<file path="config.mk">
export PLATFORM = sky130hd
export DESIGN_NAME = candle_sequencer
export DESIGN_NICKNAME = d
export VERILOG_FILES = /design/src/rtl/candle_pkg.sv /design/src/rtl/candle_step_timer.sv /design/src/rtl/candle_sequencer.sv
export SDC_FILE = /design/constraint.sdc
export NUM_CORES = 1
export LEC_CHECK = 0
export ABC_AREA = 1
export BUFFER_PORTS_ARGS = -buffer_cell sky130_fd_sc_hd__buf_4
export CAP_MARGIN = 20
export CORE_AREA = 4 4 61 63
export CTS_CLUSTER_SIZE = 28
export DETAILED_ROUTE_END_ITERATION = 16
export DIE_AREA = 0 0 65 67
export GPL_ROUTABILITY_DRIVEN = 1
export GPL_TIMING_DRIVEN = 0
export PLACE_DENSITY_LB_ADDON = 0.12
export SLEW_MARGIN = 30
export SYNTH_ARGS = -nofsm -noshare
export SYNTH_HDL_FRONTEND = slang
export SYNTH_HIERARCHICAL = 1
export SYNTH_SLANG_ARGS = --single-unit
</file>
<file path="constraint.sdc">
create_clock -name sys_clk -period 4.5 [get_ports sys_clk]
set_clock_uncertainty 0.1 [all_clocks]
set_input_delay 0.9 -clock sys_clk [delete_from_list [all_inputs] [get_ports sys_clk]]
set_output_delay 0.9 -clock sys_clk [all_outputs]
set_load 0.05 [all_outputs]
</file>
<file path="src/rtl/candle_pkg.sv">
// rtl/candle_pkg.sv - shared states, sizes and helpers for the candle sequencer
package candle_pkg;

  localparam int NUM_CANDLES = 8;
  localparam int POS_W       = 3;
  localparam int SHAMASH_POS = 7;

  typedef enum logic [1:0] {IDLE, LIGHT, LIT, BLOW} state_t;

  // Index of the lowest lit candle; 0 when none are lit.
  function automatic logic [POS_W-1:0] lowest_lit(input logic [NUM_CANDLES-1:0] mask);
    lowest_lit = '0;
    for (int i = NUM_CANDLES - 1; i >= 0; i--) begin
      if (mask[i]) lowest_lit = POS_W'(i);
    end
  endfunction

endpackage

</file>
<file path="src/rtl/candle_step_timer.sv">
// rtl/candle_step_timer.sv - spacing down-counter between set/clear strobes
module candle_step_timer #(
  parameter int STEP_CYCLES = 4
) (
  input  logic clk,
  input  logic rst,
  input  logic load,
  output logic expired
);

  localparam int CNT_W = $clog2(STEP_CYCLES + 1);

  logic [CNT_W-1:0] cnt;

  always_ff @(posedge clk or posedge rst) begin
    if (rst) begin
      cnt <= '0;
    end else if (load) begin
      cnt <= CNT_W'(STEP_CYCLES - 1);
    end else if (cnt != '0) begin
      cnt <= cnt - 1'b1;
    end
  end

  assign expired = (cnt == '0);

endmodule

</file>
<file path="src/rtl/candle_sequencer.sv">
// rtl/candle_sequencer.sv - lights/extinguishes candles one at a time for candle_controller
// Optional: CANDLE_SEQ_SHAMASH_EN reserves position 7 as the shamash, lit first and cleared last.
module candle_sequencer
  import candle_pkg::*;
#(
  parameter int STEP_CYCLES = 4
) (
  input  logic             sys_clk,
  input  logic             clr_async,
  input  logic [3:0]       night,
  input  logic             start,
  input  logic             blow,
  output logic [POS_W-1:0] pos_to_set,
  output logic             set_enable,
  output logic [POS_W-1:0] pos_to_clear,
  output logic             clear_enable,
  output logic             busy,
  output logic [3:0]       lit_count
);

`ifdef CANDLE_SEQ_SHAMASH_EN
  localparam logic       SHAMASH = 1'b1;
  localparam logic [3:0] MAX_TGT = 4'd7;
`else
  localparam logic       SHAMASH = 1'b0;
  localparam logic [3:0] MAX_TGT = 4'd8;
`endif

  state_t                 state;
  logic [NUM_CANDLES-1:0] lit_mask;
  logic [POS_W-1:0]       next_pos;
  logic [3:0]             tgt;
  logic [POS_W-1:0]       tgt_pos;
  logic [POS_W-1:0]       start_pos;
  logic [POS_W-1:0]       start_next;
  logic [POS_W-1:0]       low;
  logic                   start_done;
  logic                   fire_start;
  logic                   fire_set;
  logic                   fire_clear;
  logic                   expired;

  always_comb begin
    tgt        = (night > MAX_TGT) ? MAX_TGT : night;
    tgt_pos    = tgt[POS_W-1:0];
    start_pos  = SHAMASH ? POS_W'(SHAMASH_POS) : tgt_pos - 3'd1;
    start_next = SHAMASH ? tgt_pos - 3'd1 : tgt_pos - 3'd2;
    start_done = !SHAMASH && (tgt == 4'd1);
    low        = lowest_lit(lit_mask);
    fire_start = 1'b0;
    fire_set   = 1'b0;
    fire_clear = 1'b0;
    // blow wins over start everywhere it is honoured
    case (state)
      IDLE: begin
        if (blow) fire_clear = (lit_count != 4'd0);
        else if (start) fire_start = (night != 4'd0);
      end
      LIGHT: begin
        if (blow) fire_clear = 1'b1;
        else fire_set = expired;
      end
      LIT:     fire_clear = blow;
      BLOW:    fire_clear = expired;
      default: ;
    endcase
  end

  candle_step_timer #(.STEP_CYCLES(STEP_CYCLES)) u_timer (
    .clk     (sys_clk),
    .rst     (clr_async),
    .load    (fire_start | fire_set | fire_clear),
    .expired (expired)
  );

  always_ff @(posedge sys_clk or posedge clr_async) begin
    if (clr_async) begin
      state        <= IDLE;
      set_enable   <= 1'b0;
      clear_enable <= 1'b0;
      pos_to_set   <= '0;
      pos_to_clear <= '0;
      busy         <= 1'b0;
      lit_count    <= '0;
      lit_mask     <= '0;
      next_pos     <= '0;
    end else begin
      set_enable   <= fire_start | fire_set;
      clear_enable <= fire_clear;
      if (fire_start) begin
        pos_to_set          <= start_pos;
        next_pos            <= start_next;
        lit_mask[start_pos] <= 1'b1;
        lit_count           <= 4'd1;
        state               <= start_done ? LIT : LIGHT;
        busy                <= !start_done;
      end
      if (fire_set) begin
        pos_to_set         <= next_pos;
        next_pos           <= next_pos - 3'd1;
        lit_mask[next_pos] <= 1'b1;
        lit_count          <= lit_count + 4'd1;
        if (next_pos == '0) begin
          state <= LIT;
          busy  <= 1'b0;
        end
      end
      if (fire_clear) begin
        pos_to_clear  <= low;
        lit_mask[low] <= 1'b0;
        lit_count     <= lit_count - 4'd1;
        state         <= (lit_count == 4'd1) ? IDLE : BLOW;
        busy          <= (lit_count != 4'd1);
      end
    end
  end

endmodule

</file>
# [Word level (Yosys, flattened, before mapping)]
# Cells that the tools add are included.
[word_totals] reg_bits=29 latch_bits=0 ram_bits=0 mem_bits_ro=0 in_bits=8 out_inout_bits=13 wordCells=93 memories=0
[classes] n_addsub=6 multipliers=0 n_div=0 magnitude_cmp=7 n_eq_ne=6 shifts=0 muxes=45 n_bitwise=6 n_reduce_logical=13
[op_table] op="$mux 3" n=14
[op_table] op="$mux 8" n=3
[op_table] op="$mux 4" n=4
[op_table] op="$or 8x8->8" n=2
[op_table] op="$mux 1" n=14
[op_table] op="$lt 3x4->1 const B" n=3
[op_table] op="$mux 2" n=6
[op_table] op="$demux 1 s3" n=3
[op_table] op="$ge 3x1->1 const B" n=3
[op_table] op="$sub 3x1->3 const B" n=3
[op_table] op="$and 8x8->8" n=1
[op_table] op="$eq 4x1->1 const B" n=2
[op_table] op="$not 8->8" n=1
[op_table] op="$reduce_bool 4->1" n=2
[op_table] op="$logic_not 3->1" n=2
[op_table] op="$reduce_bool 3->1" n=2
[op_table] op="$add 4x1->4 const B" n=1
[op_table] op="$eq 2x2->1 const B" n=2
[op_table] op="$gt 4x4->1 const B" n=1
[op_table] op="$ne 4x1->1 const B" n=1
[op_table] op="$pmux 1 s4" n=1
[op_table] op="$reduce_bool 2->1" n=2
[op_table] op="$sub 4x1->4 const B" n=1
[op_table] op="$logic_and 1x1->1" n=3
[op_table] op="other kinds (5)" n=6

# [Logic depth before layout (Yosys ltp)]
# Gate-level depths: netlist of run 1.
[logic_depth] ltp_word=15 ltp_mapped=13 ltp_nobuf=13

# [Cells and area by module]
# The synthesis of run 1 kept the hierarchy.
[by_module_without_submodules] module="candle_sequencer" instances=1 cells_each=239 area_each_um2=1725.4 seq_area_each_um2=650.6
[by_module_without_submodules] module="candle_step_timer" instances=1 cells_each=25 area_each_um2=187.7 seq_area_each_um2=75.1

# [Least setup slack after synthesis of run 1]
# Ideal clock, no wire load.
[synth_path] path_type="in2reg" startpoint="input night[1]" endpoint="register lit_mask[0]" setup_time_ns=0.113 t_arrival_ns=2.012 required_time_ns=4.287 slack_ns=2.276 path_stages=11 path_buffers=0 cell_sequence="nor2_1 > nand2_1 > a21boi_0 > inv_1 > ha_1 > xnor2_1 > nor2_1 > nand2_1 > nand3_1 > nand2_1 > inv_1"
[synth_between] elab_chain_cells=13 word_cells_on_any_way=18 cone_classes="add/sub: 1; order compare: 3; mux: 9; bitwise: 3; reduce/logical: 2"
[synth_lines] item="start: declaration" line="candle_sequencer.sv:10" text="input logic [3:0] night,"
[synth_lines] item="$gt 4x4->1" line="candle_sequencer.sv:44" text="tgt = (night > MAX_TGT) ? MAX_TGT : night;"
[synth_lines] item="$mux 4" line="candle_sequencer.sv:44"
[synth_lines] item="$sub 3x1->3"
[synth_lines] item="$lt 3x4->1 (not written as such) or $ge 3x1->1 (tied branches)" line="candle_sequencer.sv:93" text="lit_mask[start_pos] <= 1'b1;"
[synth_lines] item="$logic_and 1x1->1 (not written as such)" line="candle_sequencer.sv:93"
[synth_lines] item="$mux 1 (not written as such)" line="candle_sequencer.sv:93"
[synth_lines] item="$demux 1 s3" line="candle_sequencer.sv:93"
[synth_lines] item="$or 8x8->8 (no line)"
[synth_lines] item="$mux 8 (*)" line="candle_sequencer.sv:90" text="if (fire_start) begin"
[synth_lines] item="$or 8x8->8 (no line)"
[synth_lines] item="$mux 8 (*)" line="candle_sequencer.sv:98" text="if (fire_set) begin"
[synth_lines] item="$and 8x8->8 (no line)"
[synth_lines] item="$mux 8 (*)" line="candle_sequencer.sv:108" text="if (fire_clear) begin"
[synth_lines] item="end signal: indexed assignment" line="candle_sequencer.sv:93"
[synth_lines] item="end signal: indexed assignment" line="candle_sequencer.sv:101" text="lit_mask[next_pos] <= 1'b1;"
[synth_lines] item="end signal: indexed assignment" line="candle_sequencer.sv:110" text="lit_mask[low] <= 1'b0;"
[synth_lines] item="end: declaration" line="candle_sequencer.sv:30" text="logic [NUM_CANDLES-1:0] lit_mask;"
# Mark *: on every way between the ends. The rest lies on a longest branch, timed or not.
# A chain may end at the register's enable or synchronous reset.

# [Worst setup path after layout of run 1]
# Same ends and word-level chain as after synthesis.

==> summary.txt, run 1 <==
status - completed
post-route ant nets - 0
Pwr Total - 0.001700 W
gate count after technology mapping - 264
CP Cell Sequence - buf_4 > nor2_1 > nand2_1 > a21boi_0 > inv_1 > ha_1 > xnor2_1 > nor2_1 > nand2_1 > nand3_1 > nand2_1 > inv_1
first-pass GRT wire length - 6748 um
starting density of the core - 0.5919
mux contribution to synthesized area - 0
Tmin final - 2.359 ns
Levels on crit path - 12
slowest stage delay, CP - 0.32 ns
Clk Latency, worst-skew pair - 0.34 ns
area delta synth->final - 13.73%
Setup CP Type - in2reg
Iter 0 DRT Violations - 103
Hold Crit Class - in2async
vias in the first global route - 1513
simple-gate share of the synthesized area - 0.3224
H-tree depth - 2
Max clock buf depth - 2
unrepaired setup endpoints after global routing - no
WP data arrival - 2.51 ns
leakage - 1.246 nW
Die Width - 65 um
CTS root buf - clkbuf_4
most common cell after layout, fill and taps aside - nand2_1
Synth Cell Area - 1913 um2
r2r worst-path depth - 11
part of the cycle the worst path needs - 0.5243
fin nets - 312
crit-path most repeated cell - nand2_1
peak supply drop - 0.4802 mV
Die Y - 67 um
register bit total from synthesis - 29
Post-Synth XOR/XNOR Area - 0.03205
share of post-route cells with drive strength above 1 - 0.1575
PwrDens - 781.5 nW/um2
Worst Tran Pin Value - 0.5638 ns
max-slew violation count - 0
critical path's top delay family - simple AND/OR/NAND/NOR gates
GPL Wtd Cong - 0.9178
total track usage - 0.2080
CP max FO - 4
ant diodes - 0
fmax - 423.8 MHz
Resized cells post-CTS - 0
initial antenna violation count - 0
Adder-Cell Fraction of Synth Area - 0.08502
distinct cell type count after synthesis - 27
row count - 21
core box area - 3232 um2
clock slew at reported path FFs - 0.10 ns
setup TNS - 0 ns
clk sinks - 29
Syn Area/Cell - 7.247 um2
critical path startpoint category - input port
largest net degree at the start of global routing - 27
post-CTS setup buffer count - 0
Via-to-Cell Ratio - 4.959
Hold Vio Cnt, Final - 0
max-cap viol count - 0
Worst Path Buf+Inv - 3
DR vias - 1676
Setup crit end kind - register
CTS buffer count - 5
most frequent cells in the layout - 76 x nand2_1, 46 x inv_1, 31 x nor2_1
Ports - 21
DIE AREA - 4355 um2
CTS tree - built
WL final - 3921 um
syn_nets - 285
Post-CTS Hold Buffers - 0
synth warn - 6
sequential share of the synthesized area - 0.3793
Initial DRT Pass Iterations - 4
Synth Area in Compound Gates - 0.06736
placed wire-length estimate - 3024 um
crit path max-delay cell type - xnor2_1
Overflow after GRT - 0
# setup viols final - 0
main combinational cell family by area after synthesis - simple AND/OR/NAND/NOR gates
Rel. slew slack - 0.6236
DRC violations left - 0
drt wl/cell - 11.60 um
Port Buf Inserts - 20
Data required, critical path - 4.65 ns
path summary, 6_finish.rpt:
| kind | endpoint | slack [ns] | from |
|---|---|---|---|
| setup / recovery | lit_mask[0]$_DFF_PP0_ | 2.14 | night[1] |
| hold / removal | u_timer/cnt[1]$_DFFE_PP0P_ | 0.33 | clr_async |
| setup reg to reg | lit_mask[0]$_DFF_PP0_ | 2.50 | u_timer/cnt[0]$_DFFE_PP0P_ |
| hold reg to reg | pos_to_clear[2]$_DFFE_PP0N_ | 0.40 | pos_to_clear[2]$_DFFE_PP0N_ |
| max in group asynchronous | next_pos[0]$_DFFE_PP0P_ | 3.42 | clr_async |
| min in group sys_clk | pos_to_clear[2]$_DFFE_PP0N_ | 0.40 | pos_to_clear[2]$_DFFE_PP0N_ |
cell families (layout without fill, tap and decap cells):
family / count (synthesis) / in the layout
buf+inv: 53 / 81
simple gates: 143 / 143
xor+xnor: 7 / 7
compound gates: 19 / 19
fa+ha+maj: 13 / 13
flops: 29 / 29
stage by stage:
stage                       util  area (um2)  cells  hold slack (ns)  setup WS [ns]
after global placement    0.6562        2121    330           0.3658          1.929
final                     0.6732        2176    338           0.3339          2.141
after floorplan                -        1913    264           0.3920          2.276
after CTS                 0.6732        2176    338           0.3242          2.194
after global routing      0.6732        2176    338           0.3271          2.038
after detailed placement  0.6562        2121    330           0.3726          1.852
layer usage:
metal / wire length, um / global-route usage / vias up
met5: 0 / 0 / -
met4: 95 / 0.07916 / 0
met3: 240 / 0.05734 / 10
met2: 1859 / 0.3448 / 47
met1: 1725 / 0.2566 / 757
li1: - / - / 862
sequential cells by signal, indices dropped and copies added (netlist names):
signal	flops
set_enable	1
lit_count	4
busy	1
pos_to_clear	3
clear_enable	1
next_pos	3
pos_to_set	3
u_timer/cnt	3
state	2
lit_mask	8
power by group:
part           total (W)  internal (W)  switching (W)
clock network   0.000160     0.0000587       0.000102
logic            0.00106      0.000357       0.000707
registers       0.000476      0.000384      0.0000927
total            0.00170      0.000799       0.000901
worst reg2reg max path, cell delays in order, from the launching register on:
cell	delay [ns]
dfrtp_1	0.39
inv_1	0.10
ha_1	0.21
nand2_2	0.10
inv_1	0.09
nand3_1	0.18
buf_4	0.23
nor2_1	0.24
nand2_1	0.09
nand3_1	0.12
nand2_1	0.07
inv_1	0.04
area by class of cell:
class | instances | area [um2]
clock inverter | 3 | 17.52
tap | 46 | 57.56
inverter | 50 | 187.7
timing repair buffer | 20 | 150.1
sequential | 29 | 725.7
clock buffer | 5 | 37.54
buffer | 3 | 30.03
multi-input combinational | 182 | 969.7
fill | 301 | 1056
cell usage after synthesis, drive strengths merged:
cell type,number,area [um2]
nand4,5,37.53
o22ai,1,6.260
o21a,1,7.510
xnor2,1,8.760
o21ai,7,42.54
xor2,6,52.55
nor2,33,133.9
inv,50,187.7
o221ai,1,8.760
a21oi,6,41.29
dfrtp,29,725.7
o211ai,1,7.510
ha,13,162.7
buf,3,30.03
nand2,80,315.3
nand3,25,130.1
a21boi,2,15.01
Power figures use the tool's default switching activity.
==> run 2: changes to the inputs <==
ABC_AREA = 0   (was 1)
CORE_AREA = 4 4 65 67   (was 4 4 61 63)
DIE_AREA = 0 0 69 71   (was 0 0 65 67)
clock period = 2.1 ns   (was 4.5 ns; I/O delays follow)
==> run 2 against run 1 <==
Effect of this change:
- final area rose by 3.5%
- cell count fell by 18%
- worst hold slack improved by 0.045 ns
- register-to-register slack worse by 2.4 ns
- highest routed layer unchanged
- critical path depth is 5 lower
- total power rose by 100%
- sequential share of layout area down 1.0 points
- synthesized cell count decreased by 25%
==> summary.txt, run 2 <==
max-cap viol count - 0 (unchanged)
fin area - 2251 um2 (+3.5%)
share of post-route cells with drive strength above 1 - 0.2358 (+0.07827)
peak supply drop - 0.7373 mV (+54%)
post-route ant nets - 0 (unchanged)
Largest register FFs - 8 (unchanged)
proportion of netlist area held by the largest area contributor - 0.3887 (+0.009407)
# setup viols final - 0 (unchanged)
status - completed
Port Buf Inserts - 20 (unchanged)
CP max FO - 7 (+3)
first-pass GRT wire length - 7921 um (+17%)
EDFF count, synth - 0 (unchanged)
drt wl/cell - 16.34 um (+41%)
slowest stage delay, CP - 0.42 ns (+0.10 ns)
Initial DRT Pass Iterations - 4 (unchanged)
GPL Wtd Cong - 0.9260 (+0.89%)
Main synth FF type - dfrtp_1
Overflow after GRT - 0 (unchanged)
top cells by count, synth - 29 x dfrtp_1, 15 x inv_1, 15 x nor2_1, 15 x o21ai_0, 14 x nand2_1
clock slew at reported path FFs - 0.06 ns (-0.04 ns)
synth top area cells - dfrtp_1 39%, ha_1 8.7%, o21ai_0 4.0%
met1 Use GR - 0.2416 (-0.01504)
crit path max-delay cell type - dfrtp_1
Reg area - 728.2 um2 (+0.34%)
starting density of the core - 0.5138 (-0.07817)
CP Cell Sequence - inv_1 > ha_1 > nand3b_4 > or2_1 > buf_6 > o41ai_2 > o21a_1
Syn Area/Cell - 9.476 um2 (+31%)
DRC violations left - 0 (unchanged)
Synth Cell Area - 1867 um2 (-2.4%)
Iter 0 DRT Violations - 114 (+11%)
largest register by flop count - lit_mask
unrepaired setup endpoints after global routing - no
Rel. slew slack - 0.6274 (+0.003778)
routing usage on met3 - 0.05114 (-0.006199)
Die Y - 71 um (+6.0%)
met2 Usage GRT - 0.3337 (-0.01114)
H-tree depth - 2 (unchanged)
total track usage - 0.1998 (-0.008243)
Hold Vio Cnt, Final - 0 (unchanged)
Tmin final - 1.950 ns
Hold Crit Class - reg2reg
Ports - 21 (unchanged)
synth warn - 6 (unchanged)
area of the multi-input gates - 1062 um2 (+9.5%)
clk sinks - 29 (unchanged)
critical path startpoint category - register
sequential share of the synthesized area - 0.3887 (+0.009407)
core box area - 3633 um2 (+12%)
Setup crit end kind - register
CTS root buf - clkbuf_8
asr flop ratio synth - 1.000 (unchanged)
Setup CP Type - reg2reg
DIE AREA - 4899 um2 (+12%)
GRT busiest layer - met2
part of the cycle the worst path needs - 0.9287
fmax - 512.8 MHz
Data required, critical path - 2.22 ns (-2.43 ns)
most frequent cells in the layout - 27 x dfrtp_1, 26 x buf_4, 15 x nor2_1
top-count cell post-synth - dfrtp_1
vias in the first global route - 1670 (+10%)
max-slew violation count - 0 (unchanged)
Max clock buf depth - 2 (unchanged)
row count - 22 (+4.8%)
initial antenna violation count - 0 (unchanged)
syn_nets - 218 (-24%)
placed wire-length estimate - 3318 um (+9.7%)
leakage - 1.067 nW (-14%)
WP data arrival - 2.07 ns (-0.44 ns)
DP Area - 2079 um2 (-1.9%)
fin nets - 249 (-20%)
Clk Latency, worst-skew pair - 0.28 ns (-0.06 ns)
Die Width - 69 um (+6.2%)
most common cell after layout, fill and taps aside - dfrtp_1
CTS tree - built
WL final - 4525 um (+15%)
largest net degree at the start of global routing - 27 (unchanged)
area delta synth->final - 20.58%
Via-to-Cell Ratio - 5.924 (+19%)
biggest registers after layout - lit_mask: 8 flops, lit_count: 4 flops
gate count after technology mapping - 197 (-25%)
Core Util, Final - 0.6195 (-0.05376)
CTS buffer count - 5 (unchanged)
register bit total from synthesis - 29 (unchanged)
distinct cell type count after synthesis - 53 (+96%)
Worst Tran Pin Value - 0.5581 ns (-0.005658 ns)
ant diodes - 0 (unchanged)
Synth area leader - dfrtp_1
fillcell total - 305 (+1.3%)
PwrDens - 1509 nW/um2 (+93%)
DR vias - 1641 (-2.1%)
[run 2: changes by cell type after synthesis, sizes merged, moves of 6 or more]
cell,previous run,this run
nand3,25,4
mux2i,0,6
nor2,33,16
nand2,80,14
inv,50,15
o21ai,7,16
a31oi,0,8
[run 2: per-stage QoR]
step           power (W)  setup WS, ns  hold slack, ns  cells  TNS, ns
2_1_floorplan   0.002271        0.1216         0.07364    197        0
3_3_place_gp    0.002680      0.007225          0.1989    265        0
3_5_place_dp    0.002761      -0.05138          0.2161    265  -0.2088
4_1_cts         0.003309      0.001577          0.3830    274        0
5_1_grt         0.003682      0.001902          0.4121    277        0
6_report        0.003397        0.1498          0.3788    277        0
[run 2: cell families (layout without fill, tap and decap cells)]
kind of cell / count (synthesis) / after routing / share of synthesized area
AND/OR/NAND/NOR: 63 / 63 / 0.1957
adder cells (fa/ha/maj): 13 / 13 / 0.08713
flip-flops: 29 / 29 / 0.3887
multiplexers: 6 / 6 / 0.03217
AO/OA/AOI/OAI: 60 / 60 / 0.2292
buffers and inverters: 23 / 55 / 0.05295
XOR/XNOR: 3 / 3 / 0.01408
[run 2: path summary, 6_finish.rpt]
kind                                        startpoint                     endpoint  slack [ns]  cells after the start
max reg2reg                         state[0]$_DFF_PP0_        lit_mask[7]$_DFF_PP0_        0.15                      7
min                        pos_to_clear[1]$_DFFE_PP0N_  pos_to_clear[1]$_DFFE_PP0N_        0.38                      2
max in group asynchronous                    clr_async     lit_count[0]$_DFFE_PP0P_        0.84                      3
min reg2reg                pos_to_clear[1]$_DFFE_PP0N_  pos_to_clear[1]$_DFFE_PP0N_        0.38                      2
max                                 state[0]$_DFF_PP0_        lit_mask[7]$_DFF_PP0_        0.15                      7
min in group asynchronous                    clr_async   u_timer/cnt[0]$_DFFE_PP0P_        0.47                      3
[run 2: cell type report]
type	instances	share of cell area
flip-flops and latches	29	0.3235
clock buffers	7	0.04280
well taps	48	0.02668
repair buffers	25	0.08449
multi-input cells	145	0.4719
inverters	15	0.02501
plain buffers	7	0.02335
clock inverters	1	0.002223
[run 2: where the power goes]
part / internal (W) / leakage (nW) / total, W / switching (W)
Sequential: 0.000777 / 0.362 / 0.000981 / 0.000204
Combinational: 0.000737 / 0.651 / 0.00190 / 0.00117
Clock: 0.000296 / 0.0542 / 0.000511 / 0.000216
[run 2: what timing repair did]
action / CTS / global route
pin swaps: 0 / 1
gates resized for setup: 3 / 11
hold buffers: 1 / 0
setup endpoints to repair: 7 / 18
hold endpoints to repair: 3 / 0
setup buffers: 0 / 4
[run 2: routing by layer]
layer,wire length [um],share of wire,up-vias
met3,208,0.046,11
li1,-,-,781
met5,0,0,-
met1,1875,0.41,797
met2,2316,0.51,52
met4,125,0.028,0
[run 2: worst max-delay path: cells and delay by family (launching register included)]
family	cells	cell delay, ns
buf+inv	2	0.24
fa+ha+maj	1	0.20
flops	1	0.42
compound gates	2	0.53
simple gates	2	0.39
